### src/rtl/sys_time_sync_gen.sv
// 64-bit system tick counter locked to the EtherCAT SYNC0 pulse.
// Define SYS_TIME_SLEW_EN to correct small drift by rate slewing instead of hard jumps.
module sys_time_sync_gen #(
   parameter int SYNC_LAT = 3,
`ifdef SYS_TIME_SLEW_EN
   parameter int MAX_ERR  = 64,
`endif
   parameter int TO_MULT  = 2
) (
   input  logic        CLK,
   input  logic        RST_N,
   input  logic        SYNC_IN,
   input  logic [63:0] SYNC_TIME,
   input  logic        SYNC_TIME_VALID,
   input  logic [31:0] SYNC_PERIOD,
   output logic [63:0] SYS_TIME,
   output logic        LOCKED,
   output logic        SYNC_PULSE,
   output logic        JUMP
);

   localparam int TO_W = 32 + $clog2(TO_MULT + 1);

   typedef enum logic [1:0] {S_FREE, S_ARMED, S_LOCKED} state_t;

   state_t          state_reg, state_next;
   logic [2:0]      sync_ff_reg;
   logic [63:0]     sys_time_reg, sys_time_next;
   logic [63:0]     cap_reg, cap_next;
   logic [63:0]     ref_reg, ref_next;
   logic [TO_W-1:0] timeout_reg, timeout_next;
   logic [TO_W-1:0] timeout_inc, timeout_lim;
   logic            pulse_reg;
   logic            jump_reg, jump_next;
   logic            sync_edge, period_zero, arm;
   logic [63:0]     sys_inc, lock_time;

   assign sync_edge   = (sync_ff_reg[2:1] == 2'b01);
   assign period_zero = (SYNC_PERIOD == 32'd0);
   assign arm         = SYNC_TIME_VALID && !period_zero;
   assign sys_inc     = sys_time_reg + 64'd1;
   assign lock_time   = cap_reg + 64'(SYNC_LAT);
   assign timeout_inc = timeout_reg + TO_W'(1);
   assign timeout_lim = TO_W'(TO_MULT) * TO_W'(SYNC_PERIOD);

`ifdef SYS_TIME_SLEW_EN
   localparam logic signed [31:0] MAX_ERR_S = 32'(MAX_ERR);

   logic signed [31:0] corr_reg, corr_next;
   logic signed [63:0] err_full;
   logic signed [31:0] err_sat;
   logic               err_small;

   assign err_full = $signed(ref_reg - sys_inc);

   always_comb begin
      if (!err_full[63] && (err_full[62:31] != '0))
         err_sat = 32'sh7FFF_FFFF;
      else if (err_full[63] && (err_full[62:31] != '1))
         err_sat = 32'sh8000_0000;
      else
         err_sat = err_full[31:0];
   end

   assign err_small = (err_sat <= MAX_ERR_S) && (err_sat >= -MAX_ERR_S);
`endif

   always_comb begin
      state_next    = state_reg;
      sys_time_next = sys_inc;
      cap_next      = cap_reg;
      ref_next      = ref_reg;
      timeout_next  = '0;
      jump_next     = 1'b0;
`ifdef SYS_TIME_SLEW_EN
      corr_next     = corr_reg;
`endif
      if (arm) begin
         // A new arm request takes priority over an edge seen in the same cycle.
         state_next = S_ARMED;
         cap_next   = SYNC_TIME;
`ifdef SYS_TIME_SLEW_EN
         corr_next  = '0;
`endif
      end else begin
         case (state_reg)
            S_ARMED: begin
               if (sync_edge) begin
                  sys_time_next = lock_time;
                  ref_next      = lock_time + {32'd0, SYNC_PERIOD};
                  jump_next     = 1'b1;
                  state_next    = S_LOCKED;
               end
            end
            S_LOCKED: begin
               if (period_zero) begin
                  state_next = S_FREE;
`ifdef SYS_TIME_SLEW_EN
                  corr_next  = '0;
`endif
               end else if (sync_edge) begin
                  ref_next = ref_reg + {32'd0, SYNC_PERIOD};
`ifdef SYS_TIME_SLEW_EN
                  // Small errors replace any leftover correction; large ones snap.
                  if (err_small) begin
                     corr_next = err_sat;
                  end else begin
                     sys_time_next = ref_reg;
                     corr_next     = '0;
                     jump_next     = 1'b1;
                  end
`else
                  if (ref_reg != sys_inc) begin
                     sys_time_next = ref_reg;
                     jump_next     = 1'b1;
                  end
`endif
               end else if (timeout_inc >= timeout_lim) begin
                  state_next = S_FREE;
`ifdef SYS_TIME_SLEW_EN
                  corr_next  = '0;
`endif
               end else begin
                  timeout_next = timeout_inc;
`ifdef SYS_TIME_SLEW_EN
                  if (corr_reg > 0) begin
                     sys_time_next = sys_time_reg + 64'd2;
                     corr_next     = corr_reg - 32'sd1;
                  end else if (corr_reg < 0) begin
                     sys_time_next = sys_time_reg;
                     corr_next     = corr_reg + 32'sd1;
                  end
`endif
               end
            end
            default: ;
         endcase
      end
   end

   always_ff @(posedge CLK or negedge RST_N) begin
      if (!RST_N) begin
         state_reg    <= S_FREE;
         sync_ff_reg  <= '0;
         sys_time_reg <= '0;
         cap_reg      <= '0;
         ref_reg      <= '0;
         timeout_reg  <= '0;
         pulse_reg    <= 1'b0;
         jump_reg     <= 1'b0;
      end else begin
         state_reg    <= state_next;
         sync_ff_reg  <= {sync_ff_reg[1:0], SYNC_IN};
         sys_time_reg <= sys_time_next;
         cap_reg      <= cap_next;
         ref_reg      <= ref_next;
         timeout_reg  <= timeout_next;
         pulse_reg    <= sync_edge;
         jump_reg     <= jump_next;
      end
   end

`ifdef SYS_TIME_SLEW_EN
   always_ff @(posedge CLK or negedge RST_N) begin
      if (!RST_N)
         corr_reg <= '0;
      else
         corr_reg <= corr_next;
   end
`endif

   assign SYS_TIME   = sys_time_reg;
   assign LOCKED     = (state_reg == S_LOCKED);
   assign SYNC_PULSE = pulse_reg;
   assign JUMP       = jump_reg;

endmodule

### config.mk
export PLATFORM = sky130hd
export DESIGN_NAME = sys_time_sync_gen
export DESIGN_NICKNAME = d
export VERILOG_FILES = /design/src/rtl/sys_time_sync_gen.sv
export SDC_FILE = /design/constraint.sdc
export NUM_CORES = 1
export LEC_CHECK = 0
export ABC_AREA = 1
export BUFFER_PORTS_ARGS = -buffer_cell sky130_fd_sc_hd__buf_2
export CORE_UTILIZATION = 30
export CTS_BUF_LIST = sky130_fd_sc_hd__clkbuf_16
export DETAILED_ROUTE_END_ITERATION = 10
export HOLD_SLACK_MARGIN = 0.02
export PLACE_DENSITY = 0.56
export SYNTH_ARGS = -nofsm -noshare
export SYNTH_HDL_FRONTEND = slang
export SYNTH_SLANG_ARGS = --single-unit
### constraint.sdc
create_clock -name CLK -period 5.7 [get_ports CLK]
set_input_delay 1.14 -clock CLK [delete_from_list [all_inputs] [get_ports CLK]]
set_output_delay 1.14 -clock CLK [all_outputs]
set_load 0.03 [all_outputs]
==> impl_metrics.env, run 1 <==
export IMPL_drc_errors=0
export IMPL_critPathLaunchType="flip-flop"
export IMPL_r2r_cells=19
export IMPL_initial_core_util_pct=30.4
export IMPL_grt_use_met1_pct=37.7
export IMPL_maxSlewHeadroom_pct=26.3
export IMPL_cts_setup_buffers=0
export IMPL_vias=24000
export IMPL_whs_path_depth=0
export IMPL_syn_area_um2=21800
export IMPL_power_density_nw_per_um2=407
export IMPL_antenna_cells=0
export IMPL_cts_tree="built"
export IMPL_top_usage_layer="met1"
export IMPL_boundaryPins=167
export IMPL_synthCells=3573
export IMPL_clockBufferDepth=3
export IMPL_min_from="sync_ff_reg[0]"
export IMPL_p_leak_nw=11.8
export IMPL_clock_fmax_ghz=0.222
export IMPL_hold_buffers=0
export IMPL_cp_max_fo=5
export IMPL_synth_top_area_share_pct=26.8
export IMPL_cts_buffers=30
export IMPL_finalHoldViolCount=0
export IMPL_synth_area_top_cells="dfrtp_1 27%, nand2_1 22%, nor2_1 7.5%"
export IMPL_nNetsFinal=3852
export IMPL_syn2layout_area_growth_pct=12.6
export IMPL_htree_levels=1
export IMPL_ant_nets=0
export IMPL_critPathKind="reg -> reg"
export IMPL_ir_worst_vdd_v=0.000224
export IMPL_cap_violations=0
export IMPL_insertion_delay_ns=0.60
export IMPL_hp_class="reg -> reg"
export IMPL_syn_nets=3743
export IMPL_layout_common_cells="1,264 x nand2_1, 432 x nor2_1, 362 x inv_1"
export IMPL_ys_ff_latch=233
export IMPL_layout_min_cycle_time_ns=4.51
export IMPL_yosysTopAreaCell="dfrtp_1"
export IMPL_path_clk_slew_ns=0.06
export IMPL_worstPathArrival_ns=4.96
export IMPL_finalSetupTns_ns=0
export IMPL_drtPass1Iterations=6
export IMPL_ys_seq_area_share_pct=26.8
export IMPL_rr_startpoint="cap_reg[0]"
export IMPL_grt_overflow_total=0
export IMPL_routabilityCongestion=0.994
export IMPL_numPortBuffers=166
export IMPL_grt_max_degree=122
export IMPL_critical_path_required_ns=6.15
export IMPL_wl_per_cell_um=20.3
export IMPL_dp_hpwl_um=75500
export IMPL_gr_usage_met2_pct=36.6
export IMPL_final_max_slew_violation_count=0
export IMPL_rows=98
export IMPL_cts_num_sinks=233
export IMPL_yosysWarnings=0
export IMPL_routed_wl_um=94400
export IMPL_grt_pass1_vias=22200
export IMPL_ys_types=58
export IMPL_rrSetupSlack_ns=1.19
export IMPL_tightest_slew_ns=1.11
export IMPL_grtUsageTotal_pct=25.1
export IMPL_grt_pass1_wl_um=141000
export IMPL_core_area_um2=71600
export IMPL_post_dp_cell_area_um2=23600
export IMPL_r2r_end="ref_reg[52]"
export IMPL_antenna_found_initial=0
export IMPL_die_x_um=271
export IMPL_die_area_um2=73700
export IMPL_cts_root_buf="clkbuf_16"
export IMPL_rsz0062_at_grt="false"
export IMPL_skew_ns=0.0233
export IMPL_critPathCaptureType="flip-flop"
export IMPL_avgSynthCellArea_um2=6.09
export IMPL_vias_per_cell=5.15
export IMPL_design_area_um2=24500
export IMPL_gr_usage_met3_pct=3.43
export IMPL_drt_iter0_drc=2412
export IMPL_whs_endpoint="sync_ff_reg[1]"
export IMPL_setup_violations=0
export IMPL_timing_final_crit_share_pct=79.1
export IMPL_final_common_cell="nand2_1"
export IMPL_cts_resized=0
export IMPL_run_status="finished, final reports clean"
export IMPL_layout_drive_gt1_share_pct=9.77
export IMPL_die_h_um=271
-- worst max-delay path, stage by stage (launching register included) --
cell,delay [ns]
dfrtp_1,0.37
inv_1,0.15
ha_1,0.30
inv_1,0.11
nand2_2,0.10
nor2_4,0.27
xor2_1,0.53
o21ai_0,0.22
ha_1,0.41
nand2_1,0.11
nor2_1,0.18
nand2_1,0.07
o21ai_0,0.58
nand2_1,0.10
nand2_1,0.26
nand2_1,0.15
nor2_4,0.17
nand3_1,0.09
nand3_1,0.09
o21ai_1,0.08
-- layout make-up --
type / count / area [um2]
fillers: 8093 / 47100
flip-flops and latches: 233 / 5830
inverters: 380 / 1430
clock inverters: 24 / 185
repair buffers: 184 / 988
clock buffers: 31 / 776
multi-input cells: 2853 / 14100
well taps: 950 / 1190
-- kinds of logic (layout without fill, tap and decap cells) --
logic type	Yosys count	after routing	share of synthesized area (%)
AO/OA/AOI/OAI	492	492	13.3
XOR/XNOR	102	102	4.23
adder cells (fa/ha/maj)	70	70	4.06
buffers and inverters	487	619	8.54
flip-flops	233	233	26.8
other	1	1	0.0172
AND/OR/NAND/NOR	2188	2188	43.1
-- through the flow --
stage	hold WS [ns]	setup WS, ns	power (mW)	instances	util [%]
2_1_floorplan	0.331	1.22	6.17	3573	-
3_3_place_gp	0.333	1.30	7.94	4600	32.9
3_5_place_dp	0.336	1.28	7.93	4600	32.9
4_1_cts	0.348	1.27	9.90	4655	34.2
5_1_grt	0.362	0.649	10.7	4655	34.2
6_report	0.349	1.19	9.97	4655	34.2
-- layer usage --
metal  wire, um  share of wire, %
met1      44300                47
met2      38700                41
met3       8210               8.7
met4       3090               3.3
met5          0                 0
-- worst max-delay path by stage --
stage / from / to / slack (ns) / depth (start not counted)
after floorplan: state_reg[0] / ref_reg[62] / 1.22 / 24
after global placement: SYNC_PERIOD[24] / ref_reg[30] / 1.30 / 11
after detailed placement: cap_reg[0] / ref_reg[52] / 1.28 / 19
after CTS: timeout_reg[0] / timeout_reg[13] / 1.27 / 27
after global routing: timeout_reg[0] / timeout_reg[13] / 0.65 / 27
final: cap_reg[0] / ref_reg[52] / 1.19 / 19
-- synth_stat cells (all sizes together) --
| library cell | instances |
|---|---|
| a211oi | 6 |
| a21boi | 3 |
| a21o | 8 |
| a21oi | 68 |
| a221oi | 4 |
| a22oi | 41 |
| a31oi | 30 |
| a32oi | 7 |
| a41oi | 5 |
| and2 | 5 |
| and3 | 3 |
| buf | 29 |
| clkbuf | 78 |
| clkinv | 3 |
| conb | 1 |
| dfrtp | 233 |
| fa | 1 |
| ha | 69 |
| inv | 377 |
| nand2 | 1301 |
| nand3 | 267 |
| nand3b | 24 |
| nand4 | 55 |
| nor2 | 485 |
| nor3 | 21 |
| nor3b | 2 |
| nor4 | 16 |
| o211ai | 28 |
| o21a | 3 |
| o21ai | 240 |
| o21bai | 20 |
| o22ai | 29 |
| or2 | 8 |
| or3 | 1 |
| xnor2 | 33 |
| xnor3 | 1 |
| xor2 | 67 |
| xor3 | 1 |
-- power by group --
part | leakage, nW | switching, mW | internal, mW | total (mW)
Combinational | 8.40 | 3.44 | 1.53 | 4.97
Clock | 0.485 | 0.832 | 1.11 | 1.94
Sequential | 2.88 | 0.913 | 2.15 | 3.06
Total | 11.8 | 5.18 | 4.79 | 9.97
(Power assumes the default switching activity.)
==> run 2, diff against run 1 <==
Settings changed: PLACE_DENSITY 0.56 to 0.57.
Clock period 5.7 ns to 3.75 ns, I/O delays scaled along.
==> run 2 against run 1 <==
  * Global-route usage decreased by 0.46 points
  * Sequential share of layout area decreased by 1.8 points
  * Die area unchanged
  * Critical path depth increased by 3
  * Cell count increased by 4.4%
  * Setup slack got worse by 1.1 ns
  * Count of clock-buffer cells in the layout unchanged
  * Cell area increased by 8.5%
  * Non-clock buffer count increased by 202
  * Routed wire length decreased by 1.3%
  * Largest cell class unchanged
==> impl_metrics.env, run 2 (same netlist as run 1, synthesis figures left out) <==
export IMPL_p_leak_nw=12.9
export IMPL_fin_hold_ws_ns=0.0857
export IMPL_switching_power_mw=7.98
export IMPL_path_clk_slew_ns=0.06
export IMPL_crit_end="ref_reg[53]"
export IMPL_cts_root_buf="clkbuf_16"
export IMPL_clockBufferDepth=3
export IMPL_htree_levels=1
export IMPL_timing_critical_path_buf_inv=4
export IMPL_ant_nets=0
export IMPL_final_common_cell="nand2_1"
export IMPL_power_frac_seq_pct=29.1
export IMPL_worstPathArrival_ns=4.17
export IMPL_post_dp_cell_area_um2=25000
export IMPL_die_area_um2=73700
export IMPL_num_fill_cells=7884
export IMPL_drtPass1Iterations=7
export IMPL_critical_path_required_ns=4.29
export IMPL_cap_violations=0
export IMPL_grtUsageTotal_pct=24.7
export IMPL_switching_share_pct=50.5
export IMPL_dp_cells=4776
export IMPL_layout_drive_gt1_share_pct=16.9
export IMPL_run_status="finished, final reports clean"
export IMPL_path_cells="inv_1 > buf_4 > nand2_4 > nand2_4 > xor2_1 > buf_4 > o21ai_0 > ha_1 > nand2_1 > o21ai_0 > a21oi_1 > o21ai_0 > inv_1 > nor2_2 > nand2_1 > nand2_1 > nand3_1 > nand2_4 > nand3_1 > nand3_1 > nand3_1 > nand2_1"
export IMPL_dp_hpwl_um=74700
export IMPL_die_h_um=271
export IMPL_rrSetupSlack_ns=0.13
export IMPL_syn2layout_area_growth_pct=22.2
export IMPL_hp_class="in -> async"
export IMPL_ir_worst_vdd_v=0.000422
export IMPL_antenna_found_initial=2
export IMPL_power_density_nw_per_um2=593
export IMPL_grt_pass1_wl_um=139000
export IMPL_nNetsFinal=4055
export IMPL_cts_tree="built"
export IMPL_final_max_slew_violation_count=0
export IMPL_finalHoldViolCount=0
export IMPL_grt_overflow_total=0
export IMPL_wl_per_cell_um=19.2
export IMPL_power_mw=15.8
export IMPL_drt_iter0_drc=2299
export IMPL_routabilityCongestion=0.980
export IMPL_routed_wl_um=93100
export IMPL_cts_buffers=31
export IMPL_tightest_slew_ns=1.11
export IMPL_initial_core_util_pct=30.4
export IMPL_maxSlewHeadroom_pct=25.9
export IMPL_cp_top_family="simple AND/OR/NAND/NOR gates"
export IMPL_vias=24600
export IMPL_boundaryPins=167
export IMPL_drc_errors=0
export IMPL_pwr_share_comb_pct=51.7
export IMPL_path_depth=22
export IMPL_setup_violations=0
export IMPL_numPortBuffers=166
export IMPL_rows=98
export IMPL_pwr_share_clk_pct=19.3
export IMPL_startpoint="cap_reg[0]"
export IMPL_critPathMaxStageDelay_ns=0.37
export IMPL_die_x_um=271
export IMPL_timing_final_crit_share_pct=96.6
export IMPL_skew_ns=0.0171
export IMPL_r2r_cells=22
export IMPL_insertion_delay_ns=0.61
export IMPL_cts_num_sinks=233
export IMPL_cp_max_fo=7
export IMPL_layout_min_cycle_time_ns=3.62
export IMPL_layout_common_cells="1,256 x nand2_1, 410 x nor2_1, 363 x inv_1"
export IMPL_critPathCaptureType="flip-flop"
export IMPL_post_layout_nonfiller_instances=4860
export IMPL_critPathKind="reg -> reg"
export IMPL_grt_pass1_vias=22800
export IMPL_rsz0062_at_grt="true"
export IMPL_grt_max_degree=97
export IMPL_design_area_um2=26600
export IMPL_vias_per_cell=5.07
export IMPL_critPathLaunchType="flip-flop"
export IMPL_clock_fmax_ghz=0.276
export IMPL_core_area_um2=71600
export IMPL_rr_startpoint="cap_reg[0]"
export IMPL_slowest_stage="dfrtp_1"
export IMPL_r2r_end="ref_reg[53]"
export IMPL_intPower_mw=7.81
run 2: worst min path at each step:
stage | end | slack [ns] | cells after the start
finish | timeout_reg[6] | 0.09 | 1
global route | timeout_reg[17] | 0.11 | 1
CTS | timeout_reg[17] | 0.08 | 1
detailed placement | sync_ff_reg[1] | 0.34 | 0
global placement | sync_ff_reg[1] | 0.34 | 0
floorplan | sync_ff_reg[1] | 0.33 | 0
run 2: through the flow:
step	setup TNS (ns)	utilization [%]	setup WS [ns]
CTS	0	36.4	0.0101
floorplan	0	-	0.00874
global placement	-2.07	34.9	-0.248
detailed placement	-1.47	34.9	-0.221
finish	0	37.2	0.126
global route	-0.212	37.2	-0.0672
run 2: power by group through the flow:
stage                     clock network [mW]  logic, mW  registers, mW
after floorplan                            0       4.68           4.72
after global placement                     0       7.80           4.57
after detailed placement                   0       7.86           4.57
after CTS                               3.11       7.90           4.52
after global routing                    3.20       9.06           4.68
final                                   3.05       8.16           4.59
run 2: worst register-to-register path: stages, from the launching register on:
cell     delay [ns]
dfrtp_1        0.37
inv_1          0.08
buf_4          0.17
nand2_4        0.09
nand2_4        0.11
xor2_1         0.32
buf_4          0.21
o21ai_0        0.10
ha_1           0.35
nand2_1        0.09
o21ai_0        0.32
a21oi_1        0.10
o21ai_0        0.23
inv_1          0.09
nor2_2         0.16
nand2_1        0.08
nand2_1        0.10
nand3_1        0.13
nand2_4        0.14
nand3_1        0.09
nand3_1        0.07
nand3_1        0.07
nand2_1        0.09
run 2: metal layers:
metal / GRT usage [%] / routed length [um] / up-vias
met4: 9.58 / 4000 / 2
met3: 4.46 / 8510 / 155
met2: 36.2 / 38100 / 1054
met5: 0 / 13 / -
met1: 35.5 / 42500 / 11200
li1: - / - / 12200
run 2: area by class of cell:
| cell class | instances | area [um2] | area share [%] |
|---|---|---|---|
| antenna | 1 | 2.50 | 0.00940 |
| clock buffer | 31 | 776 | 2.91 |
| clock inverter | 26 | 239 | 0.898 |
| inverter | 380 | 1430 | 5.36 |
| multi-input combinational | 2853 | 14500 | 54.6 |
| sequential | 233 | 5840 | 22.0 |
| tap | 950 | 1190 | 4.47 |
| timing repair buffer | 386 | 2620 | 9.83 |
run 2: repair_timing:
action | in CTS | in global routing
pin swaps | 1 | 23
gates resized for setup | 7 | 106
setup buffers | 1 | 25
hold buffers | 0 | 0
endpoints found under the setup margin | 16 | 73
==> run 3, diff against run 2 <==
--- a/config.mk
+++ b/config.mk
@@ -9,3 +9,3 @@
 export BUFFER_PORTS_ARGS = -buffer_cell sky130_fd_sc_hd__buf_2
-export CORE_UTILIZATION = 30
+export CORE_UTILIZATION = 56
 export CTS_BUF_LIST = sky130_fd_sc_hd__clkbuf_16
@@ -13,3 +13,3 @@
 export HOLD_SLACK_MARGIN = 0.02
-export PLACE_DENSITY = 0.57
+export PLACE_DENSITY = 0.88
 export SYNTH_ARGS = -nofsm -noshare
==> constraint.sdc (replaced) <==
create_clock -name CLK -period 3.75 [get_ports CLK]
set_input_delay 0.5625 -clock CLK [delete_from_list [all_inputs] [get_ports CLK]]
set_output_delay 0.5625 -clock CLK [all_outputs]
set_load 0.03 [all_outputs]
==> run 3 against run 2 <==
  * The flow now finishes with violations (hold timing)
  * Clock power decreased by 5%
  * First-iteration DRC count increased by 52%
  * Largest power group unchanged
  * Total power decreased by 2.4%
  * Largest cell class unchanged
  * Cell area decreased by 2.6%
  * Critical path depth increased by 2
  * Die area decreased by 46%
  * Clock skew increased by 0.012 ns
  * Highest routed layer is now met4
==> impl_metrics.env, run 3 (same netlist as run 1, synthesis figures left out) <==
export IMPL_clockBufferDepth=3
export IMPL_gr_usage_met2_pct=61.9
export IMPL_grt_overflow_total=0
export IMPL_skew_ns=0.0292
export IMPL_cap_violations=0
export IMPL_routabilityCongestion=1.05
export IMPL_ant_nets=0
export IMPL_drt_iter0_drc=3490
export IMPL_syn2layout_area_growth_pct=19.0
export IMPL_power_density_nw_per_um2=595
export IMPL_cp_max_fo=7
export IMPL_die_h_um=199
export IMPL_p_leak_nw=12.8
export IMPL_grtUsageTotal_pct=42.6
export IMPL_run_status="finished, violations left"
export IMPL_timing_final_crit_share_pct=99.2
export IMPL_fin_hold_ws_ns=-0.0200
export IMPL_layout_drive_gt1_share_pct=16.8
export IMPL_critPathLaunchType="flip-flop"
export IMPL_cts_tree="built"
export IMPL_initial_core_util_pct=57.4
export IMPL_tightest_slew_ns=1.01
export IMPL_ir_worst_vdd_v=0.000384
export IMPL_drtPass1Iterations=6
export IMPL_clock_fmax_ghz=0.269
export IMPL_vias_per_cell=5.87
export IMPL_cts_num_sinks=233
export IMPL_final_max_slew_violation_count=0
export IMPL_htree_levels=1
export IMPL_critPathKind="reg -> reg"
export IMPL_vias=25900
export IMPL_final_common_cell="nand2_1"
export IMPL_top_usage_layer="met2"
export IMPL_grt_max_degree=86
export IMPL_routed_wl_um=85900
export IMPL_rows=71
export IMPL_layout_min_cycle_time_ns=3.72
export IMPL_wl_per_cell_um=19.5
export IMPL_worst_slack_ns=0.0317
export IMPL_cts_buffers=27
export IMPL_gr_usage_met3_pct=9.87
export IMPL_boundaryPins=167
export IMPL_drc_errors=0
export IMPL_hold_buffers=0
export IMPL_pre_cts_slack_ns=-0.0329
export IMPL_numPortBuffers=166
export IMPL_worstPathArrival_ns=4.22
export IMPL_critical_path_required_ns=4.25
export IMPL_maxSlewHeadroom_pct=32.7
export IMPL_antenna_found_initial=1
export IMPL_nNetsFinal=4045
export IMPL_setup_violations=0
export IMPL_power_mw=15.4
export IMPL_die_area_um2=39700
export IMPL_finalHoldViolCount=10
export IMPL_cts_root_buf="clkbuf_16"
export IMPL_grt_pass1_vias=23100
export IMPL_insertion_delay_ns=0.59
export IMPL_dp_hpwl_um=66400
export IMPL_critPathCaptureType="flip-flop"
export IMPL_path_clk_slew_ns=0.07
export IMPL_grt_pass1_wl_um=129000
export IMPL_die_x_um=199
export IMPL_r2r_cells=24
export IMPL_core_area_um2=37900
export IMPL_layout_common_cells="1,251 x nand2_1, 409 x nor2_1, 355 x inv_1"
export IMPL_violations="hold timing"
export IMPL_hp_class="in -> async"
export IMPL_grt_use_met1_pct=59.7
==> run 3: changes by cell type in the layout (fill, tap and decap cells not counted), sizes merged <==
cell,change
buf,-8
inv,-5
clkinv,-3
bufinv,+2
clkbuf,-2
clkinvlp,+2
==> run 3: area by class of cell <==
type                            count  area [um2]
Clock inverter                     22         256
Tap cell                          511         639
Timing Repair Buffer              380        2560
Antenna cell                        1        2.50
Sequential cell                   233        5840
Inverter                          380        1430
Multi-Input combinational cell   2853       14500
Fill cell                        3414       12000
Clock buffer                       27         676
==> run 3: per-layer routing <==
| layer | routed length, um | up-vias |
|---|---|---|
| li1 | - | 12200 |
| met3 | 12100 | 234 |
| met4 | 4350 | 0 |
| met2 | 35400 | 1767 |
| met1 | 34100 | 11700 |
| met5 | 0 | - |
==> run 3: per-stage QoR <==
| stage | utilization, % | hold slack [ns] | setup TNS, ns | std cells | area [um2] |
|---|---|---|---|---|---|
| 2_1_floorplan | - | 0.267 | 0 | 3573 | 21800 |
| 6_report | 68.3 | -0.0200 | 0 | 4407 | 25900 |
| 5_1_grt | 68.3 | 0.0544 | -4.57 | 4406 | 25900 |
| 3_5_place_dp | 64.1 | 0.336 | -0.0974 | 4326 | 24300 |
| 4_1_cts | 66.6 | 0.0208 | 0 | 4375 | 25300 |
| 3_3_place_gp | 64.1 | 0.346 | 0 | 4326 | 24300 |
==> run 3: worst paths after layout <==
check	startpoint	slack [ns]	to
worst min-delay path	RST_N	-0.02	timeout_reg[10]
worst max-delay path	timeout_reg[2]	0.03	timeout_reg[9]
max in group asynchronous	RST_N	2.75	SYS_TIME[62]
worst min register to register	sync_ff_reg[0]	0.35	sync_ff_reg[1]
worst max register to register	timeout_reg[2]	0.03	timeout_reg[9]
min in group CLK	SYNC_IN	0.09	sync_ff_reg[0]
==> run 3: timing repair <==
item / in CTS / in global routing
pin swaps: 0 / 29
endpoints found under the setup margin: 7 / 72
buffers inserted: 0 / 29
gates resized for setup: 1 / 117
cloned: 0 / 2
==> run 3: critical path, cell delays in order (launching register included) <==
cell and delay (ns):
dfrtp_1 0.43, nand4_1 0.21, nor2_4 0.17, nand2_2 0.08, inv_2 0.06, nand2_2 0.06, nor3_2 0.17, nand2_1 0.07
nor2_1 0.10, nand2_1 0.08, nor2_2 0.15, nand3_2 0.11, o21ai_0 0.43, inv_1 0.11, ha_1 0.31, nand2_1 0.06
nor2_1 0.04, a211oi_1 0.20, nand2_1 0.09, nand2_1 0.07, nand2_1 0.06, nand2_2 0.10, nand3_4 0.15, clkbuf_16 0.21
nor2_1 0.10
==> run 3: where the power goes <==
| group | internal (mW) | leakage [nW] | switching [mW] | total (mW) |
|---|---|---|---|---|
| combinational | 2.74 | 9.45 | 5.23 | 7.96 |
| sequential | 3.27 | 2.86 | 1.29 | 4.56 |
| clock | 1.66 | 0.438 | 1.22 | 2.89 |
